File: src/rtl/req_ack_responder_if.sv
// rtl/req_ack_responder_if.sv - req/ack handshake bundle between an initiator and a responder
interface req_ack_responder_if #(
  parameter int DATA_W = 8
);
  logic              req;
  logic [DATA_W-1:0] req_data;
  logic              ack;
  logic [DATA_W-1:0] rsp_data;

  modport master (
    output req,
    output req_data,
    input  ack,
    input  rsp_data
  );

  modport slave (
    input  req,
    input  req_data,
    output ack,
    output rsp_data
  );
endinterface

File: src/rtl/req_ack_responder.sv
// rtl/req_ack_responder.sv - four-phase req/ack responder with programmable ack delay
// Optional REQ_SYNC_EN: 2-flop synchroniser on req (adds 2 cycles to every req latency).
module req_ack_responder #(
  parameter int DATA_W    = 8,
  parameter int ACK_DELAY = 2,
  parameter int CNT_W     = 8
) (
  input  logic             clk,
  input  logic             rstn,
  req_ack_responder_if.slave bus,
  output logic             busy,
  output logic             done,
  output logic             err,
  output logic [CNT_W-1:0] txn_cnt
);

  typedef enum logic [1:0] {
    S_IDLE = 2'd0,
    S_WAIT = 2'd1,
    S_ACK  = 2'd2
  } state_e;

  // Delay counter is loaded with ACK_DELAY-1; with no delay WAIT is skipped entirely.
  localparam logic [7:0] CNT_LOAD = (ACK_DELAY == 0) ? 8'd0 : 8'(ACK_DELAY - 1);
  localparam logic       NO_DELAY = (ACK_DELAY == 0);

  state_e            state_q, state_d;
  logic [7:0]        cnt_q, cnt_d;
  logic              ack_q, ack_d;
  logic              busy_q, busy_d;
  logic              done_q, done_d;
  logic              err_q, err_d;
  logic [DATA_W-1:0] rsp_q, rsp_d;
  logic [CNT_W-1:0]  txn_q, txn_d;
  logic              req_s;

`ifdef REQ_SYNC_EN
  logic [1:0] sync_q;

  always_ff @(posedge clk or negedge rstn) begin
    if (!rstn) begin
      sync_q <= 2'b00;
    end else begin
      sync_q <= {sync_q[0], bus.req};
    end
  end

  assign req_s = sync_q[1];
`else
  assign req_s = bus.req;
`endif

  always_ff @(posedge clk or negedge rstn) begin
    if (!rstn) begin
      state_q <= S_IDLE;
      cnt_q   <= 8'd0;
      ack_q   <= 1'b0;
      busy_q  <= 1'b0;
      done_q  <= 1'b0;
      err_q   <= 1'b0;
      rsp_q   <= '0;
      txn_q   <= '0;
    end else begin
      state_q <= state_d;
      cnt_q   <= cnt_d;
      ack_q   <= ack_d;
      busy_q  <= busy_d;
      done_q  <= done_d;
      err_q   <= err_d;
      rsp_q   <= rsp_d;
      txn_q   <= txn_d;
    end
  end

  always_comb begin
    state_d = state_q;
    case (state_q)
      S_IDLE: begin
        if (req_s) begin
          state_d = NO_DELAY ? S_ACK : S_WAIT;
        end
      end
      S_WAIT: begin
        if (!req_s) begin
          state_d = S_IDLE;
        end else if (cnt_q == 8'd0) begin
          state_d = S_ACK;
        end
      end
      S_ACK: begin
        if (!req_s) begin
          state_d = S_IDLE;
        end
      end
      default: state_d = S_IDLE;
    endcase
  end

  // Every output is computed here as a next value and registered above,
  // so req never reaches an output combinationally.
  always_comb begin
    cnt_d  = cnt_q;
    ack_d  = ack_q;
    rsp_d  = rsp_q;
    txn_d  = txn_q;
    done_d = 1'b0;
    err_d  = 1'b0;
    busy_d = (state_d != S_IDLE);
    case (state_q)
      S_IDLE: begin
        if (req_s) begin
          rsp_d = bus.req_data;
          cnt_d = CNT_LOAD;
          ack_d = NO_DELAY;
        end
      end
      S_WAIT: begin
        if (!req_s) begin
          err_d = 1'b1;
        end else if (cnt_q == 8'd0) begin
          ack_d = 1'b1;
        end else begin
          cnt_d = cnt_q - 8'd1;
        end
      end
      S_ACK: begin
        if (!req_s) begin
          ack_d  = 1'b0;
          done_d = 1'b1;
          txn_d  = txn_q + 1'b1;
        end
      end
      default: begin
        ack_d = 1'b0;
      end
    endcase
  end

  assign bus.ack      = ack_q;
  assign bus.rsp_data = rsp_q;
  assign busy         = busy_q;
  assign done         = done_q;
  assign err          = err_q;
  assign txn_cnt      = txn_q;

endmodule

File: src/flat_wrapper.sv
// flat-port wrapper written by rule: the top's interface ports become plain ports
module req_ack_responder_flat 
#(
  parameter int DATA_W    = 8,
  parameter int ACK_DELAY = 2,
  parameter int CNT_W     = 8
)
  (clk, rstn, busy, done, err, txn_cnt, bus_req, bus_req_data, bus_ack, bus_rsp_data);
  req_ack_responder_if #(.DATA_W(DATA_W)) bus_i ();
  input  logic clk;
  input  logic rstn;
  output logic busy;
  output logic done;
  output logic err;
  output logic [CNT_W-1:0] txn_cnt;
  input wire logic [$bits(bus_i.req)-1:0] bus_req;
  input wire logic [$bits(bus_i.req_data)-1:0] bus_req_data;
  output wire logic [$bits(bus_i.ack)-1:0] bus_ack;
  output wire logic [$bits(bus_i.rsp_data)-1:0] bus_rsp_data;
  assign bus_i.req = bus_req;
  assign bus_i.req_data = bus_req_data;
  assign bus_ack = bus_i.ack;
  assign bus_rsp_data = bus_i.rsp_data;
  req_ack_responder #(.DATA_W(DATA_W), .ACK_DELAY(ACK_DELAY), .CNT_W(CNT_W)) u_core (.clk(clk), .rstn(rstn), .bus(bus_i), .busy(busy), .done(done), .err(err), .txn_cnt(txn_cnt));
endmodule
File: config.mk
export PLATFORM = sky130hd
export DESIGN_NAME = req_ack_responder_flat
export DESIGN_NICKNAME = d
export VERILOG_FILES = /design/src/rtl/req_ack_responder_if.sv /design/src/rtl/req_ack_responder.sv /design/src/flat_wrapper.sv
export SDC_FILE = /design/constraint.sdc
export NUM_CORES = 1
export LEC_CHECK = 0
export BUFFER_PORTS_ARGS = -buffer_cell sky130_fd_sc_hd__buf_4
export CAP_MARGIN = 25
export CORE_ASPECT_RATIO = 1.75
export CORE_MARGIN = 1.5
export CORE_UTILIZATION = 45
export DETAILED_ROUTE_END_ITERATION = 8
export PLACE_DENSITY = 0.71
export SLEW_MARGIN = 20
export SYNTH_ARGS = -nofsm -noshare
export SYNTH_HDL_FRONTEND = slang
export SYNTH_SLANG_ARGS = --single-unit
File: constraint.sdc
create_clock -name clk -period 1.7 [get_ports clk]
set_clock_uncertainty 0.2 [all_clocks]
set_input_delay 0.425 -clock clk [delete_from_list [all_inputs] [get_ports clk]]
set_output_delay 0.425 -clock clk [all_outputs]
set_load 0.03 [all_outputs]
======== Word level (Yosys, flattened, before mapping) ========
Index checks and enable logic that the tools add are counted.
word-level totals
  input port bits ......................... 11
  output and inout port bits .............. 20
  flip-flop bits (word level) ............. 30
  word-level logic and storage cells ...... 43
cells by class
  $add $sub $neg .......................... 2
  equality and inequality tests ........... 7
  bitwise logic cells ..................... 1
  muxes and demuxes ....................... 17
  reduce and logical (&&, ||, !) cells .... 8
operators by type and width
  operator             number
  $mux 8               3
  $pmux 8 s2           1
  $add 8x1->8 const B  1
  $logic_not 8->1      1
  $mux 2               4
  $ne 2x2->1 const B   4
  $reduce_and 4->1     2
  $sub 8x1->8 const B  1
  $mux 1               7
  $pmux 2 s3           1
  $reduce_and 2->1     2
  $reduce_bool 2->1    2
  $pmux 1 s3           1
  $eq 2x1->1 const B   1
  $eq 2x2->1 const B   1
  $logic_not 2->1      1
  $ne 2x1->1 const B   1
  $not 1->1            1

======== Depth between registers and ports, before layout ========
  depth in word-level cells ............... 5
  gate-level depth with buffers ........... 5
  gate-level depth less buffers ........... 5

======== Least setup slack after synthesis ========
No wires, ideal clock.
  kind .................................... input port to flip-flop
  start point ............................. in bus_req
  end point ............................... reg u_core.cnt_q[4]
  setup time .............................. 0.080 ns
  buffers on the path ..................... 0
  cell stages on the path ................. 3
  data arrival time ....................... 1.560 ns
  required time ........................... 1.420 ns
  setup slack ............................. -0.140 ns
  path through ............................ or3b_2 a2111oi_0 mux2i_1
on the way
  word-level cells in the longest chain between the ends .. 2
  elaborated cells between the ends (all ways) .. 3
  those cells by class .................... eq/ne: 2; reduce/logical: 1
RTL lines
  what                            line                     text
  start: declaration              flat_wrapper.sv:16       input wire logic [$bits(bus_i.req)-1:0] bus_req;
  $ne 2x2->1 (no line)            n/a
  $reduce_and 4->1 (no line) (*)  n/a
  end signal: assignment          req_ack_responder.sv:65  cnt_q <= cnt_d;
  end: declaration                req_ack_responder.sv:28  logic [7:0] cnt_q, cnt_d;
Mark *: on every way between the ends. The rest lies on a longest branch, timed or not.
A chain may end at the register's enable or synchronous reset.

======== Final worst setup path ========
  start point ............................. reg u_core.cnt_q[0]
  end point ............................... reg u_core.cnt_q[6]
on the way
  word-level cells in the longest chain between the ends .. 4
  elaborated cells between the ends (all ways) .. 7
  those cells by class .................... add/sub: 1; eq/ne: 1; mux: 3; reduce/logical: 2
RTL lines
  what         line                      text
  $sub 8x1->8  req_ack_responder.sv:123  cnt_d = cnt_q - 8'd1;
  $mux 8       req_ack_responder.sv:120  end else if (cnt_q == 8'd0) begin
  $mux 8       req_ack_responder.sv:118  if (!req_s) begin
  $pmux 8 s2   req_ack_responder.sv:109  case (state_q)
Several ways; a longest one is shown, not always the timed one. The select of a mux whose other input is x is not followed.

==> results.cfg <==
[drt]
drc = 0
ant_nets = 0
wl_per_cell_microns = 16.54
viasPerCell = 5.586
vias = 1296
first_pass_iters = 5
drt_wl_total_microns = 3838
drtIter0Drc = 29

[synthesis]
synth-seq-cells = 30
synth_top_family_by_area = simple AND/OR/NAND/NOR gates
synth_top_area_share_pct = 53.76
synth_area_leader_cell = dfrtp_1
syn_avg_cell_area_sq_um = 10.12
synth_nets = 152
synthMuxAreaShare_pct = 2.240
synth-xor-area-share_pct = 4.391
async_flop_share_pct = 100.0
synth_compound_area_share_pct = 8.871
syn_area_sq_mm = 0.001396
synthSimpleGateAreaFrac_pct = 25.27
ys_top_cells_by_area = dfrtp_1, nand2_1, xnor2_1
ys.flop_type = dfrtp_1
yosysWarnings = 0
syn_inst = 138
synth_edf_count = 0
synth-adder-area-share_pct = 2.688
seq_area_frac_synth_pct = 53.76
synth_cell_types = 34

[die]
die_area_sq_mm = 0.003459
dieHeight_microns = 76.69
die_w_microns = 45.11
io_pins = 31
rows = 26
core-area_sq_mm = 0.002928
start_util_pct = 47.69

[cells_and_area]
fin_cells = 232
post-route-util_pct = 72.65
design_area_sq_mm = 0.002127
drive_gt1_share_pct = 45.10
fillers = 209
antenna_cells = 0
syn_to_final_growth_pct = 52.33
fin_nets = 217

[power]
switchingPower_w = 0.001556
worst_ir_drop_vdd_v = 0.001029
p_clk_share_pct = 15.5
power_switching_share_pct = 40.80
pwr-share-comb_pct = 54.1
sequentialPowerShare_pct = 30.4
power_density_mw_per_mm2 = 1793
intPower_w = 0.002258
p_leak_nw = 1.052

[cts]
insertion_delay_ns = 0.28
clock-root-buffer = clkbuf_8
h-tree-depth = 2
cts_tree = yes
numCtsBuffers = 5
clock-sinks = 30
clkTransAtPathRegs_ns = 0.07
clockBufferDepth = 2

[sta]
rsz0062_at_grt = true
fin_crit_sh_pct = 109.2
setup_slack_ns = -0.1572
setup_viol = 9
fmax_ghz = 0.5384
tightestPinTransition_ns = 0.4793
setup_tns_ns = -0.6943
drv_slew = 0
fin_crit_ns = 1.857
holdWs_ns = 0.1298
hold_viol = 0
relSlewSlack_pct = 67.96

[worst_setup_path]
r2r_end = u_core.cnt_q[6]
r2r_cells = 6
slowest_delay_ns = 0.55
cp.arrival_ns = 1.87
worstReg2RegStart = u_core.cnt_q[0]
slowest_stage = or4_4
critical_path.max_fanout = 3
critPathKind = flop to flop
cp-start-kind = flop
crit_chain = inv_2 -> buf_6 -> ha_4 -> nand3b_1 -> or4_4 -> a21oi_2
rrSetupSlack_ns = -0.16
end_kind = flop
worst-endpoint-required_ns = 1.72

[hold_path]
min_from = bus_req_data[7]
holdPathEnd = u_core.bus.rsp_data[7]
hold_class = input port to flop
hold_depth = 3

[outcome]
status = finished with violations
violations = negative setup slack

[placement]
dpl.cell_count = 220
portBuffers = 30
gp_congestion = 0.8831
place_area_sq_mm = 0.001869
hpwl_microns = 2511

[global_route]
grt_pass1_vias = 1315
grt_antenna_before_repair = 0
grt_max_degree = 31
track_usage_pct = 22.53
grt_first_pass_wirelength_microns = 5768
grt-ovfl-total = 0

[flow_run]
max-cap-violations = 0
[cell type report]
cell class	instances	area (sq um)	area share (%)
Tap cell	28	35.03	1.647
Multi-Input combinational cell	98	740.7	34.82
Clock buffer	7	86.33	4.059
Sequential cell	30	750.7	35.29
Inverter	5	18.77	0.8824
Clock inverter	1	5.005	0.2353
Timing Repair Buffer	63	490.5	23.06
[cell usage after synthesis, drive strengths merged (3+ instances only)]
library cell and instances:
nand2 33, dfrtp 30, nand4 6, xnor2 6, inv 5, a21oi 4, clkbuf 4, nor3b 4
or4 4, and3 3, ha 3, nand2b 3, nor2 3, o21ai 3
[how the worst max path moves through the flow]
stage	from	endpoint	slack [ns]	depth (start not counted)
global route	u_core.cnt_q[0]	u_core.cnt_q[0]	-0.21	6
finish	u_core.cnt_q[0]	u_core.cnt_q[6]	-0.16	6
CTS	u_core.cnt_q[0]	u_core.cnt_q[5]	-0.12	3
global placement	bus_req	u_core.cnt_q[4]	-0.14	4
floorplan	u_core.cnt_q[0]	u_core.cnt_q[4]	-0.04	5
detailed placement	u_core.cnt_q[0]	u_core.cnt_q[4]	-0.16	5
[cells by family (layout without fill, tap and decap cells)]
kind of cell	count (synthesis)	after routing
AO/OA/AOI/OAI	17	17
XOR/XNOR	7	7
adder cells (fa/ha/maj)	3	3
buffers and inverters	10	76
flip-flops	30	30
multiplexers	3	3
AND/OR/NAND/NOR	68	68
[power groups by stage]
stage          clock, W  sequential, W  combinational, W
3_5_place_dp          0        0.00114           0.00169
3_3_place_gp          0        0.00113           0.00164
5_1_grt        0.000627        0.00118           0.00220
6_report       0.000593        0.00116           0.00206
4_1_cts        0.000604        0.00114           0.00180
2_1_floorplan         0        0.00137          0.000620
[layout by cell type, fill, tap and decap left out, types with 2 or more instances in the layout]
cell type | netlist | final
a21oi_2 | 0 | 3
and3_1 | 3 | 3
buf_4 | 0 | 59
buf_6 | 0 | 2
clkbuf_8 | 0 | 6
dfrtp_1 | 30 | 30
ha_4 | 0 | 2
inv_1 | 5 | 3
inv_2 | 0 | 2
mux2i_1 | 2 | 2
nand2_1 | 33 | 33
nand2b_1 | 3 | 3
nand4_1 | 6 | 6
nor2_1 | 3 | 3
nor2b_1 | 2 | 2
nor3_1 | 2 | 2
nor3b_1 | 3 | 2
o21ai_0 | 3 | 2
or3b_4 | 0 | 2
or4_4 | 0 | 4
xnor2_1 | 6 | 6
[critical path: cells and delay by family (launching register included)]
kind / cells / cell delay [ns]
AO/OA/AOI/OAI: 1 / 0.13
adder cells (fa/ha/maj): 1 / 0.13
buffers and inverters: 2 / 0.22
flip-flops: 1 / 0.43
AND/OR/NAND/NOR: 2 / 0.69
[registers in the layout, summed over array words and instances (netlist names)]
signal,count
u_core.txn_cnt,8
u_core.cnt_q,8
u_core.bus.ack,1
u_core.state_q,2
u_core.busy,1
u_core.bus.rsp_data,8
u_core.done,1
u_core.err,1
[per-layer routing]
layer / part of all wire [%] / track usage (%)
met1: 36 / 23.54
met2: 57 / 39.57
met3: 3.7 / 5.176
met4: 3.1 / 10.88
met5: 0 / 0
[per-stage QoR]
step           total power (W)  setup WS (ns)
2_1_floorplan         0.001994       -0.04383
3_3_place_gp          0.002772        -0.1414
3_5_place_dp          0.002826        -0.1640
4_1_cts               0.003537        -0.1166
5_1_grt               0.004011        -0.2094
6_report              0.003814        -0.1572
[what timing repair did]
action / CTS / global route
resized for setup: 9 / 21
setup buffers: 0 / 3
gates cloned: 0 / 0
endpoints found under the hold margin: 30 / 0
pin swaps: 0 / 9
endpoints found under the setup margin: 9 / 16
hold buffers: 1 / 0
Power figures use the tool's default switching activity.
